--- src/rtl/mem_port_arbiter_pkg.sv ---
// Shared types and constants for the MiniSRC memory-port arbiter.
// ADDR_W/DATA_W defaults live here so MiniSRC and the RAM can reuse them.
package mem_port_arbiter_pkg;

  localparam int unsigned AddrWDefault = 9;
  localparam int unsigned DataWDefault = 32;

  typedef enum logic [1:0] {
    StIdle  = 2'd0,
    StIssue = 2'd1,
    StWait  = 2'd2,
    StDone  = 2'd3
  } state_e;

  localparam logic OwnerCpu = 1'b0;
  localparam logic OwnerDbg = 1'b1;

endpackage

--- src/rtl/mem_port_arbiter_if.sv ---
// Requester, RAM and status signals of the memory-port arbiter.
// slave is the arbiter side; master is the requester/RAM side.
interface mem_port_arbiter_if
  import mem_port_arbiter_pkg::*;
#(
  parameter int unsigned ADDR_W = AddrWDefault,
  parameter int unsigned DATA_W = DataWDefault
) ();

  logic              cpu_req;
  logic              cpu_we;
  logic [ADDR_W-1:0] cpu_addr;
  logic [DATA_W-1:0] cpu_wdata;
  logic              cpu_done;
  logic [DATA_W-1:0] cpu_rdata;

  logic              dbg_req;
  logic              dbg_we;
  logic [ADDR_W-1:0] dbg_addr;
  logic [DATA_W-1:0] dbg_wdata;
  logic              dbg_done;
  logic [DATA_W-1:0] dbg_rdata;

  logic [ADDR_W-1:0] mem_addr;
  logic [DATA_W-1:0] mem_wdata;
  logic              mem_we;
  logic              mem_re;
  logic [DATA_W-1:0] mem_rdata;

  logic              owner;
  logic              busy;

  modport slave (
    input  cpu_req, cpu_we, cpu_addr, cpu_wdata,
    output cpu_done, cpu_rdata,
    input  dbg_req, dbg_we, dbg_addr, dbg_wdata,
    output dbg_done, dbg_rdata,
    output mem_addr, mem_wdata, mem_we, mem_re,
    input  mem_rdata,
    output owner, busy
  );

  modport master (
    output cpu_req, cpu_we, cpu_addr, cpu_wdata,
    input  cpu_done, cpu_rdata,
    output dbg_req, dbg_we, dbg_addr, dbg_wdata,
    input  dbg_done, dbg_rdata,
    input  mem_addr, mem_wdata, mem_we, mem_re,
    output mem_rdata,
    input  owner, busy
  );

endinterface

--- src/rtl/mem_port_arbiter_arb_rr2.sv ---
// Two-requester round-robin pick; purely combinational, pointer held by the parent.
module mem_port_arbiter_arb_rr2
  import mem_port_arbiter_pkg::*;
(
  input  logic req_cpu_i,
  input  logic req_dbg_i,
  input  logic ptr_i,
  output logic valid_o,
  output logic gnt_o
);

  assign valid_o = req_cpu_i | req_dbg_i;
  // The pointer only matters under contention; a lone requester always wins.
  assign gnt_o   = (req_cpu_i & req_dbg_i) ? ptr_i : (req_dbg_i ? OwnerDbg : OwnerCpu);

endmodule

--- src/rtl/mem_port_arbiter.sv ---
// CPU/debug arbiter for the single-port RAM: IDLE -> ISSUE -> (WAIT) -> DONE per access.
// Optional macro ARB_CONTENTION_CNT_EN adds a saturating contention counter output.
module mem_port_arbiter
  import mem_port_arbiter_pkg::*;
#(
  parameter int unsigned ADDR_W = AddrWDefault,
  parameter int unsigned DATA_W = DataWDefault,
  parameter int unsigned RD_LAT = 1
) (
  input logic clock,
  input logic reset,
  mem_port_arbiter_if.slave bus
`ifdef ARB_CONTENTION_CNT_EN
  ,
  output logic [15:0] contention_cnt
`endif
);

  localparam int unsigned CntW = (RD_LAT > 1) ? $clog2(RD_LAT) : 1;

  state_e            state_q, state_d;
  logic              ptr_q, ptr_d;
  logic              owner_q, owner_d;
  logic              we_q, we_d;
  logic [ADDR_W-1:0] addr_q, addr_d;
  logic [DATA_W-1:0] wdata_q, wdata_d;
  logic [CntW-1:0]   cnt_q, cnt_d;
  logic [DATA_W-1:0] cpu_rdata_q, cpu_rdata_d;
  logic [DATA_W-1:0] dbg_rdata_q, dbg_rdata_d;
  logic              gnt_valid;
  logic              gnt;

  mem_port_arbiter_arb_rr2 u_arb (
    .req_cpu_i (bus.cpu_req),
    .req_dbg_i (bus.dbg_req),
    .ptr_i     (ptr_q),
    .valid_o   (gnt_valid),
    .gnt_o     (gnt)
  );

  always_comb begin
    state_d     = state_q;
    ptr_d       = ptr_q;
    owner_d     = owner_q;
    we_d        = we_q;
    addr_d      = addr_q;
    wdata_d     = wdata_q;
    cnt_d       = cnt_q;
    cpu_rdata_d = cpu_rdata_q;
    dbg_rdata_d = dbg_rdata_q;
    unique case (state_q)
      StIdle: begin
        if (gnt_valid) begin
          owner_d = gnt;
          we_d    = (gnt == OwnerDbg) ? bus.dbg_we    : bus.cpu_we;
          addr_d  = (gnt == OwnerDbg) ? bus.dbg_addr  : bus.cpu_addr;
          wdata_d = (gnt == OwnerDbg) ? bus.dbg_wdata : bus.cpu_wdata;
          state_d = StIssue;
        end
      end
      StIssue: begin
        if (we_q) begin
          state_d = StDone;
        end else begin
          cnt_d   = CntW'(RD_LAT - 1);
          state_d = StWait;
        end
      end
      StWait: begin
        if (cnt_q == '0) begin
          if (owner_q == OwnerDbg) dbg_rdata_d = bus.mem_rdata;
          else                     cpu_rdata_d = bus.mem_rdata;
          state_d = StDone;
        end else begin
          cnt_d = cnt_q - 1'b1;
        end
      end
      StDone: begin
        ptr_d   = ~owner_q;
        state_d = StIdle;
      end
      default: state_d = StIdle;
    endcase
  end

  always_ff @(posedge clock) begin
    if (reset) begin
      state_q     <= StIdle;
      ptr_q       <= OwnerCpu;
      owner_q     <= OwnerCpu;
      we_q        <= 1'b0;
      addr_q      <= '0;
      wdata_q     <= '0;
      cnt_q       <= '0;
      cpu_rdata_q <= '0;
      dbg_rdata_q <= '0;
    end else begin
      state_q     <= state_d;
      ptr_q       <= ptr_d;
      owner_q     <= owner_d;
      we_q        <= we_d;
      addr_q      <= addr_d;
      wdata_q     <= wdata_d;
      cnt_q       <= cnt_d;
      cpu_rdata_q <= cpu_rdata_d;
      dbg_rdata_q <= dbg_rdata_d;
    end
  end

  // Reset overrides strobes and done so an aborted transaction leaves no trace.
  assign bus.mem_we    = (state_q == StIssue) && we_q && !reset;
  assign bus.mem_re    = (state_q == StIssue) && !we_q && !reset;
  assign bus.cpu_done  = (state_q == StDone) && (owner_q == OwnerCpu) && !reset;
  assign bus.dbg_done  = (state_q == StDone) && (owner_q == OwnerDbg) && !reset;
  assign bus.mem_addr  = addr_q;
  assign bus.mem_wdata = wdata_q;
  assign bus.cpu_rdata = cpu_rdata_q;
  assign bus.dbg_rdata = dbg_rdata_q;
  assign bus.owner     = owner_q;
  assign bus.busy      = (state_q != StIdle);

`ifdef ARB_CONTENTION_CNT_EN
  logic [15:0] contention_q, contention_d;

  always_comb begin
    contention_d = contention_q;
    if ((state_q == StIdle) && bus.cpu_req && bus.dbg_req && (contention_q != 16'hFFFF)) begin
      contention_d = contention_q + 16'd1;
    end
  end

  always_ff @(posedge clock) begin
    if (reset) contention_q <= '0;
    else       contention_q <= contention_d;
  end

  assign contention_cnt = contention_q;
`endif

endmodule

--- src/flat_wrapper.sv ---
// flat-port wrapper written by rule: the top's interface ports become plain ports
module mem_port_arbiter_flat import mem_port_arbiter_pkg::*;
#(
  parameter int unsigned ADDR_W = AddrWDefault,
  parameter int unsigned DATA_W = DataWDefault,
  parameter int unsigned RD_LAT = 1
)
  (clock, reset, bus_cpu_req, bus_cpu_we, bus_cpu_addr, bus_cpu_wdata, bus_cpu_done, bus_cpu_rdata, bus_dbg_req, bus_dbg_we, bus_dbg_addr, bus_dbg_wdata, bus_dbg_done, bus_dbg_rdata, bus_mem_addr, bus_mem_wdata, bus_mem_we, bus_mem_re, bus_mem_rdata, bus_owner, bus_busy);
  mem_port_arbiter_if #(.ADDR_W(ADDR_W), .DATA_W(DATA_W)) bus_i ();
  input logic clock;
  input logic reset;
  input wire logic [$bits(bus_i.cpu_req)-1:0] bus_cpu_req;
  input wire logic [$bits(bus_i.cpu_we)-1:0] bus_cpu_we;
  input wire logic [$bits(bus_i.cpu_addr)-1:0] bus_cpu_addr;
  input wire logic [$bits(bus_i.cpu_wdata)-1:0] bus_cpu_wdata;
  output wire logic [$bits(bus_i.cpu_done)-1:0] bus_cpu_done;
  output wire logic [$bits(bus_i.cpu_rdata)-1:0] bus_cpu_rdata;
  input wire logic [$bits(bus_i.dbg_req)-1:0] bus_dbg_req;
  input wire logic [$bits(bus_i.dbg_we)-1:0] bus_dbg_we;
  input wire logic [$bits(bus_i.dbg_addr)-1:0] bus_dbg_addr;
  input wire logic [$bits(bus_i.dbg_wdata)-1:0] bus_dbg_wdata;
  output wire logic [$bits(bus_i.dbg_done)-1:0] bus_dbg_done;
  output wire logic [$bits(bus_i.dbg_rdata)-1:0] bus_dbg_rdata;
  output wire logic [$bits(bus_i.mem_addr)-1:0] bus_mem_addr;
  output wire logic [$bits(bus_i.mem_wdata)-1:0] bus_mem_wdata;
  output wire logic [$bits(bus_i.mem_we)-1:0] bus_mem_we;
  output wire logic [$bits(bus_i.mem_re)-1:0] bus_mem_re;
  input wire logic [$bits(bus_i.mem_rdata)-1:0] bus_mem_rdata;
  output wire logic [$bits(bus_i.owner)-1:0] bus_owner;
  output wire logic [$bits(bus_i.busy)-1:0] bus_busy;
  assign bus_i.cpu_req = bus_cpu_req;
  assign bus_i.cpu_we = bus_cpu_we;
  assign bus_i.cpu_addr = bus_cpu_addr;
  assign bus_i.cpu_wdata = bus_cpu_wdata;
  assign bus_cpu_done = bus_i.cpu_done;
  assign bus_cpu_rdata = bus_i.cpu_rdata;
  assign bus_i.dbg_req = bus_dbg_req;
  assign bus_i.dbg_we = bus_dbg_we;
  assign bus_i.dbg_addr = bus_dbg_addr;
  assign bus_i.dbg_wdata = bus_dbg_wdata;
  assign bus_dbg_done = bus_i.dbg_done;
  assign bus_dbg_rdata = bus_i.dbg_rdata;
  assign bus_mem_addr = bus_i.mem_addr;
  assign bus_mem_wdata = bus_i.mem_wdata;
  assign bus_mem_we = bus_i.mem_we;
  assign bus_mem_re = bus_i.mem_re;
  assign bus_i.mem_rdata = bus_mem_rdata;
  assign bus_owner = bus_i.owner;
  assign bus_busy = bus_i.busy;
  mem_port_arbiter #(.ADDR_W(ADDR_W), .DATA_W(DATA_W), .RD_LAT(RD_LAT)) u_core (.clock(clock), .reset(reset), .bus(bus_i));
endmodule
--- config.mk ---
export PLATFORM = sky130hd
export DESIGN_NAME = mem_port_arbiter_flat
export DESIGN_NICKNAME = d
export VERILOG_FILES = /design/src/rtl/mem_port_arbiter_pkg.sv /design/src/rtl/mem_port_arbiter_if.sv /design/src/rtl/mem_port_arbiter_arb_rr2.sv /design/src/rtl/mem_port_arbiter.sv /design/src/flat_wrapper.sv
export SDC_FILE = /design/constraint.sdc
export NUM_CORES = 1
export LEC_CHECK = 0
export CAP_MARGIN = 30
export CORE_MARGIN = 4
export CORE_UTILIZATION = 40
export CTS_BUF_LIST = sky130_fd_sc_hd__clkbuf_4 sky130_fd_sc_hd__clkbuf_8 sky130_fd_sc_hd__clkbuf_16
export CTS_CLUSTER_DIAMETER = 30
export DETAILED_ROUTE_END_ITERATION = 7
export GPL_TIMING_DRIVEN = 0
export HOLD_SLACK_MARGIN = 0.12
export MAX_ROUTING_LAYER = met4
export PLACE_DENSITY = 0.81
export SLEW_MARGIN = 20
export SYNTH_ARGS = -nofsm -noshare
export SYNTH_HDL_FRONTEND = slang
export SYNTH_HIERARCHICAL = 1
export SYNTH_SLANG_ARGS = --single-unit
--- constraint.sdc ---
create_clock -name clock -period 1.8 [get_ports clock]
set_input_delay 0.36 -clock clock [delete_from_list [all_inputs] [get_ports clock]]
set_output_delay 0.36 -clock clock [all_outputs]
set_load 0.02 [all_outputs]
==> flow_summary.toml, run 1 <==
[run_status]
outcome = "finished clean"

[route]
postRouteAntennaNets = 0
num_vias = 4368
first_iter_violations = 248
drc = 0
wirelength_um = 13900
via_per_inst = 4.93
wl_per_cell_um = 15.6
drtPass1Iterations = 5

[worst_setup_path]
critPathMaxStageDelay_ns = 0.63
critPathRequiredTime_ns = 1.44
startpoint_type = "flop"
end_kind = "output port"
worstSetupPathType = "flop to output port"
cp_data_arrival_time_ns = 1.37
crit_buf_inv = 1
critPathTopFamily = "buffers and inverters"
cp_slowest_cell = "clkdlybuf4s50_1"
crit_chain = "clkdlybuf4s50_1"
path_max_fanout = 2

[flow_run]
cap_violations = 0

[timing]
fin_crit_ns = 1.73
fin_ws_ns = 0.0732
finalCritPeriodShare = 0.959
tightest_slew_ns = 0.614
slew_viol_final = 0
relSlewSlack = 0.591
timing.fmax_ghz = 0.579
hold_violations = 0
hold_slack_ns = 0.458
clock-skew-final_ns = 0.0149
rsz0062_at_grt = "false"
setup_viol = 0

[die]
io_pins = 231
fp.coreArea_um2 = 10800
start_util = 0.410
dieArea_um2 = 12800
die_w_um = 113
rows = 38
dieHeight_um = 113

[place]
routabilityCongestion = 0.804
io_buffers = 229
pre_cts_ws_ns = -0.149
post-dp-hpwl_um = 11200

[clocking]
clockBufferDepth = 2
h-tree-depth = 3
cts_made_buffers = 9
cts_tree = "done"
clock_sinks = 110
cts_setup_buffers = 0
insertion_delay_ns = 0.38
cts_root_buffer = "clkbuf_8"
clkTransAtPathRegs_ns = 0.11
ctsHoldBuffers = 0

[grt]
grt_pass1_vias = 4456
grt_pass1_wl_um = 21600
grt_max_degree = 20
grt_use_total = 0.218
antenna_found_initial = 0
overflow = 0

[finish]
regArea_um2 = 2200
areaGrowthSynthToFinish_pct = 59.9
n_antenna_cell = 0
filler_cell_count = 885
nets = 866
final_cell_mix = "clkdlybuf4s50_1, nand2_1, dfxtp_1"
mostFrequentLayoutCell = "clkdlybuf4s50_1"
layout-drive-gt1-share = 0.0898
multi_input_area_um2 = 1970

[synthesis]
synthArstFlopShare = 0
syn_nets = 626
ys_seq_area_frac = 0.496
syn_inst = 501
synth-edff-count = 0
ys_ff_latch = 110
syn_area_um2 = 4440
synth_cell_types = 21
syn_area_per_cell_um2 = 8.86
ys.flop_type = "dfxtp_1"
ys_warn_count = 6

[power_and_ir_drop]
swShare = 0.372
switching_power_mw = 3.19
seqPwrFrac = 0.376
combPwrFrac = 0.445
ir_drop_uv = 782
p_leak_nw = 2.59
clkPwrFrac = 0.179
power.internal_mw = 5.38
power.density_nw_per_um2 = 1210

[hold_path]
hp-class = "flop to flop"
-- final cells by class --
cell class	count	area share
multi-input cells	344	0.277
repair buffers	229	0.319
flip-flops and latches	110	0.310
inverters	5	0.00264
clock inverters	7	0.0113
clock buffers	9	0.0174
well taps	140	0.0247
plain buffers	42	0.0370
-- synth_stat cells (2+ instances only) --
cell type,n,share of area
a21oi_1,64,0.072
buf_4,8,0.014
and2_1,2,0.0028
inv_1,5,0.0042
clkbuf_1,13,0.011
dfxtp_1,110,0.50
nor2_1,46,0.039
nand2b_1,2,0.0028
mux2i_1,45,0.10
buf_2,14,0.016
a211oi_1,32,0.054
ha_1,5,0.014
nor3b_1,3,0.0051
buf_6,6,0.015
a211oi_2,12,0.034
nand2_1,129,0.11
-- power groups by stage --
stage	Sequential (mW)	Clock (mW)	Combinational, mW
after floorplan	3.81	0	1.60
after global placement	3.24	0	3.75
after detailed placement	3.28	0	3.85
after CTS	3.23	1.58	3.84
after global routing	3.28	1.67	4.11
final	3.22	1.53	3.81
-- tightest hold or removal path, delay by kind of cell (launching register included) --
kind            cells  cell delay (ns)
compound gates      1             0.05
flops               1             0.32
simple gates        1             0.05
-- metal layers --
metal / wire length, um / vias to the layer above / global-route usage / part of all wire
met5: 0 / - / - / 0
met4: 331 / 0 / 0.0833 / 0.024
met3: 832 / 24 / 0.0449 / 0.060
met2: 7290 / 138 / 0.391 / 0.53
met1: 5410 / 2039 / 0.237 / 0.39
li1: - / 2167 / - / -
-- repair_timing --
| action | in CTS | in global routing |
|---|---|---|
| resized for setup | 25 | 6 |
| setup endpoints to repair | 6 | 7 |
| pin swaps | 0 | 0 |
-- worst paths after layout --
check                                        startpoint                                    end  slack (ns)  cells after the start
hold / removal     u_core/bus.dbg_rdata[0]$_SDFFE_PP0P_   u_core/bus.dbg_rdata[0]$_SDFFE_PP0P_        0.46                      2
hold reg to reg    u_core/bus.dbg_rdata[0]$_SDFFE_PP0P_   u_core/bus.dbg_rdata[0]$_SDFFE_PP0P_        0.46                      2
setup reg to reg         u_core/state_q[0]$_SDFFE_PP0P_  u_core/bus.dbg_rdata[10]$_SDFFE_PP0P_        0.16                      6
setup / recovery  u_core/bus.mem_wdata[10]$_SDFFE_PP0P_                      bus_mem_wdata[10]        0.07                      1
-- state kept, by name, summed over array words and instances, names as in the netlist --
signal and flops:
u_core/bus.cpu_rdata 32, u_core/bus.dbg_rdata 32, u_core/bus.mem_wdata 32, u_core/bus.mem_addr 9
u_core/state_q 2, u_core/bus.owner 1, u_core/ptr_q 1, u_core/we_q 1
-- stage by stage --
stage                     instance area [um^2]  utilization  instances  total power [mW]  TNS (ns)
after floorplan                           4440            -        501              5.42         0
after global placement                    6910        0.637        870              7.00     -2.87
after detailed placement                  6910        0.637        870              7.12     -3.74
after CTS                                 7090        0.654        886              8.65         0
after global routing                      7100        0.655        886              9.07         0
final                                     7100        0.655        886              8.57         0
-- cell families (layout without fill, tap and decap cells) --
logic type / Yosys count / count (layout) / share of synthesized area
and+or+nand+nor: 185 / 185 / 0.163
DFF: 110 / 110 / 0.496
AOI/OAI and AO/OA: 109 / 109 / 0.162
buffers and inverters: 47 / 292 / 0.0631
muxes: 45 / 45 / 0.101
adders and majority gates: 5 / 5 / 0.0141
(Power assumes the default switching activity.)
==> inputs of run 2 (changes only) <==
- SKIP_CTS_REPAIR_TIMING: unset -> 1
==> run 2 against run 1 <==
Net effect: cell area barely moved; final cell count did not move; sequential power about the same; clock power is essentially flat; first-iteration DRC count decreased by 0.81%; core utilization rose by 0.058 points.
==> flow_summary.toml, run 2 (synthesized netlist as in run 1, its figures left out) <==
[grt]
grt_pass1_vias = 4459
gr-max-usage-layer = "met2"
grt_pass1_wl_um = 21600
overflow = 0
met3_usage = 0.0449
use_met2 = 0.391
use_met1 = 0.237
grt_use_total = 0.218
antenna_found_initial = 0
grt_max_degree = 20

[route]
via_per_inst = 4.93
drc = 0
drtPass1Iterations = 5
wirelength_um = 13900
num_vias = 4367
postRouteAntennaNets = 0
first_iter_violations = 246
wl_per_cell_um = 15.6

[timing]
clock-skew-final_ns = 0.0149
fin_crit_ns = 1.73
hold_violations = 0
finalCritPeriodShare = 0.959
slew_viol_final = 0
rsz0062_at_grt = "false"
relSlewSlack = 0.591
tightest_slew_ns = 0.614
fin_ws_ns = 0.0732
setup_viol = 0
timing.fmax_ghz = 0.579
fin_tns_setup_ns = 0

[worst_setup_path]
reg2reg_from = "u_core/state_q[0]$_SDFFE_PP0P_"
critPathMaxStageDelay_ns = 0.63
crit_chain = "clkdlybuf4s50_1"
crit_buf_inv = 1
critPathTopFamily = "buffers and inverters"
cp_data_arrival_time_ns = 1.37
worstSetupPathType = "flop to output port"
cp_slowest_cell = "clkdlybuf4s50_1"
end_kind = "output port"
startpoint_type = "flop"
path_max_fanout = 2
startpoint = "u_core/bus.mem_wdata[10]$_SDFFE_PP0P_"
critPathRequiredTime_ns = 1.44

[place]
routabilityCongestion = 0.804
placed_cells_incl_taps = 870
post-dp-hpwl_um = 11200
io_buffers = 229
pre_cts_ws_ns = -0.149

[die]
die_w_um = 113
io_pins = 231
rows = 38
dieHeight_um = 113
dieArea_um2 = 12800
fp.coreArea_um2 = 10800
start_util = 0.410

[power_and_ir_drop]
combPwrFrac = 0.445
power.internal_mw = 5.38
p_leak_nw = 2.60
switching_power_mw = 3.19
power.density_nw_per_um2 = 1210
ir_drop_uv = 782
finalPower_mw = 8.57
seqPwrFrac = 0.376
clkPwrFrac = 0.179
swShare = 0.372

[clocking]
cts_made_buffers = 9
h-tree-depth = 3
clkTransAtPathRegs_ns = 0.11
cts_tree = "done"
insertion_delay_ns = 0.38
clock_sinks = 110
clockBufferDepth = 2
cts_root_buffer = "clkbuf_8"

[finish]
nets = 866
n_antenna_cell = 0
stdcell_count = 886
fin_util = 0.656
areaGrowthSynthToFinish_pct = 60.1
final_cell_mix = "clkdlybuf4s50_1, nand2_1, dfxtp_1"
mostFrequentLayoutCell = "clkdlybuf4s50_1"
layout-drive-gt1-share = 0.0898
filler_cell_count = 884

[run_status]
outcome = "finished clean"

[flow_run]
cap_violations = 0

[hold_path]
hp-class = "flop to flop"
min-delay-start = "u_core/bus.dbg_rdata[0]$_SDFFE_PP0P_"
## run 2: cell types whose count changed in the layout (fill, tap and decap cells not counted)
cell | previous run | this run
clkbuf_2 | 1 | 3
buf_2 | 18 | 15
buf_4 | 9 | 10
dlymetal6s2s_1 | 0 | 1
dlygate4sd2_1 | 1 | 0
## run 2: power by group through the flow
stage,Clock [mW],Combinational (mW),Sequential [mW]
6_report,1.53,3.82,3.22
3_5_place_dp,0,3.85,3.28
5_1_grt,1.67,4.12,3.28
4_1_cts,1.58,3.86,3.22
2_1_floorplan,0,1.60,3.81
3_3_place_gp,0,3.75,3.24
## run 2: final cells by class
type	count	area (um^2)	share of cell area
inverters	5	18.8	0.00264
well taps	140	175	0.0246
clock inverters	7	80.1	0.0113
multi-input cells	344	1970	0.277
repair buffers	229	2270	0.320
flip-flops and latches	110	2200	0.310
plain buffers	42	263	0.0370
clock buffers	9	124	0.0174
## run 2: final timing paths
check                                               end  slack [ns]  depth (start not counted)
setup reg to reg  u_core/bus.dbg_rdata[10]$_SDFFE_PP0P_        0.16                          6
hold / removal     u_core/bus.dbg_rdata[0]$_SDFFE_PP0P_        0.46                          2
hold reg to reg    u_core/bus.dbg_rdata[0]$_SDFFE_PP0P_        0.46                          2
setup / recovery                      bus_mem_wdata[10]        0.07                          1
## run 2: metal layers
layer / vias to the layer above / share of wire / wire, um
li1: 2167 / - / -
met1: 2038 / 0.39 / 5410
met5: - / 0 / 0
met2: 138 / 0.53 / 7290
met4: 0 / 0.024 / 334
met3: 24 / 0.060 / 827
## run 2: stage by stage
step	instance area, um^2	hold WS, ns
CTS	7110	0.463
detailed placement	6910	0.448
floorplan	4440	0.460
global route	7110	0.487
finish	7110	0.458
global placement	6910	0.443
==> inputs of run 3 (changes only) <==
- ABC_AREA: unset -> 1
- CORE_UTILIZATION: 40 -> 41
- PLACE_DENSITY: 0.81 -> 0.8
- SKIP_LAST_GASP: unset -> 1
==> run 3 against run 2 <==
Net effect: non-clock buffer count rose by 2; total power rose by 21%; via count rose by 17%; register-to-register slack improved by 0.02 ns; first-iteration DRC count rose by 32%; clock power rose by 24%; global-route usage fell by 1.1 points; core utilization rose by 0.96 points; wire length rose by 2.0%; final cell count rose by 28%; largest power group unchanged; cell area rose by 7.8%.
==> flow_summary.toml, run 3 <==
[timing]
hold_violations = 0
tightest_slew_ns = 0.517
hold_slack_ns = 0.479
setup_viol = 0
slew_viol_final = 0
clock-skew-final_ns = 0.00813
finalCritPeriodShare = 0.947
fin_crit_ns = 1.70
timing.fmax_ghz = 0.587
relSlewSlack = 0.655
rsz0062_at_grt = "false"

[route]
first_iter_violations = 324
postRouteAntennaNets = 0
wl_per_cell_um = 12.4
drtPass1Iterations = 5
drc = 0
wirelength_um = 14100
num_vias = 5129
via_per_inst = 4.51

[power_and_ir_drop]
seqPwrFrac = 0.340
power.density_nw_per_um2 = 1350
clkPwrFrac = 0.183
p_leak_nw = 3.58
switching_power_mw = 4.07
power.internal_mw = 6.31
ir_drop_uv = 678
swShare = 0.392
combPwrFrac = 0.477

[synthesis]
syn_nets = 872
syn_inst = 747
ys_ff_latch = 110
synth_cell_types = 18
synthTopCellsByCount = "nand2_1, nor2_1, inv_1"
syn_area_um2 = 4860
synth_top_area_share = 0.453
ys.flop_type = "dfxtp_1"
ys_warn_count = 6
synth_top_area_cell = "dfxtp_1"
ys_seq_area_frac = 0.453
synth_most_common_cell = "nand2_1"
synthArstFlopShare = 0
synthTopCellsByArea = "dfxtp_1, nand2_1, nor2_1"
synth-edff-count = 0
syn_area_per_cell_um2 = 6.51

[grt]
grt_pass1_vias = 4598
grt_use_total = 0.208
grt_max_degree = 20
overflow = 0
grt_pass1_wl_um = 21600
antenna_found_initial = 0

[die]
start_util = 0.422
io_pins = 231
dieHeight_um = 117
rows = 39
die_w_um = 117
fp.coreArea_um2 = 11500
dieArea_um2 = 13700

[worst_setup_path]
crit_chain = "clkdlybuf4s50_1"
startpoint_type = "flop"
cp_slowest_cell = "clkdlybuf4s50_1"
critPathTopFamily = "buffers and inverters"
path_max_fanout = 2
end_kind = "output port"
crit_buf_inv = 1
worstSetupPathType = "flop to output port"
critPathRequiredTime_ns = 1.44
critPathMaxStageDelay_ns = 0.63
cp_data_arrival_time_ns = 1.34

[finish]
nets = 1115
stdcell_count = 1138
n_antenna_cell = 0
layout-drive-gt1-share = 0.0613
mostFrequentLayoutCell = "clkdlybuf4s50_1"
final_cell_mix = "clkdlybuf4s50_1, nand2_1, nor2_1"
areaGrowthSynthToFinish_pct = 57.6

[clocking]
insertion_delay_ns = 0.35
cts_tree = "done"
clockBufferDepth = 2
cts_made_buffers = 9
h-tree-depth = 3
clkTransAtPathRegs_ns = 0.07
clock_sinks = 110
cts_root_buffer = "clkbuf_16"

[run_status]
outcome = "finished clean"

[place]
post-dp-hpwl_um = 11200
io_buffers = 230
routabilityCongestion = 0.887
placed_cells_incl_taps = 1120

[hold_path]
hp-class = "flop to flop"

[flow_run]
cap_violations = 0
[run 3: through the flow]
step	setup TNS (ns)	power, mW	area, um^2	util	setup slack, ns
after detailed placement	-5.86	8.58	7340	0.638	-0.765
after global routing	0	11.2	7660	0.665	0.00191
after global placement	-4.90	8.50	7340	0.638	-0.760
after CTS	-2.91	10.5	7630	0.662	-0.770
after floorplan	0	6.34	4860	-	0.254
final	0	10.4	7660	0.665	0.0951
[run 3: path summary, 6_finish.rpt]
path | from | end | slack (ns) | cells after the start
worst min register to register | u_core/ptr_q$_SDFFE_PP0N_ | u_core/ptr_q$_SDFFE_PP0N_ | 0.48 | 2
worst max register to register | u_core/state_q[0]$_SDFFE_PP0P_ | u_core/bus.dbg_rdata[30]$_SDFFE_PP0P_ | 0.18 | 6
worst max-delay path | u_core/bus.mem_wdata[13]$_SDFFE_PP0P_ | bus_mem_wdata[13] | 0.1 | 1
worst min-delay path | u_core/ptr_q$_SDFFE_PP0N_ | u_core/ptr_q$_SDFFE_PP0N_ | 0.48 | 2
[run 3: layout make-up]
class	count	area (um^2)
sequential	110	2200
timing repair buffer	232	2300
clock inverter	7	60.1
multi-input combinational	469	1970
buffer	41	239
inverter	127	477
tap	143	179
clock buffer	9	225
fill	1070	3860
[run 3: logic make-up (layout without fill, tap and decap cells)]
logic type,count (synthesis),count (layout),share of synthesized area
flops,110,110,0.453
fa+ha+maj,5,5,0.0129
buf+inv,168,416,0.142
compound gates,76,76,0.0783
simple gates,388,388,0.314
[run 3: power groups by stage]
stage               logic (mW)  clock network (mW)  registers, mW
detailed placement        4.99                   0           3.59
CTS                       5.02                1.94           3.54
finish                    4.95                1.90           3.53
global route              5.52                2.04           3.62
global placement          4.93                   0           3.56
floorplan                 1.95                   0           4.39
[run 3: tightest hold or removal path, cell delays in order, from the launching register on]
cell     delay, ns
dfxtp_1       0.32
nand2_1       0.06
a21oi_1       0.05
[run 3: routing by layer]
metal / wire [um] / vias up / global-route usage
met2: 6690 / 187 / 0.349
met3: 1410 / 19 / 0.0730
met5: 0 / - / -
met4: 240 / 0 / 0.0696
li1: - / 2698 / -
met1: 5800 / 2225 / 0.230
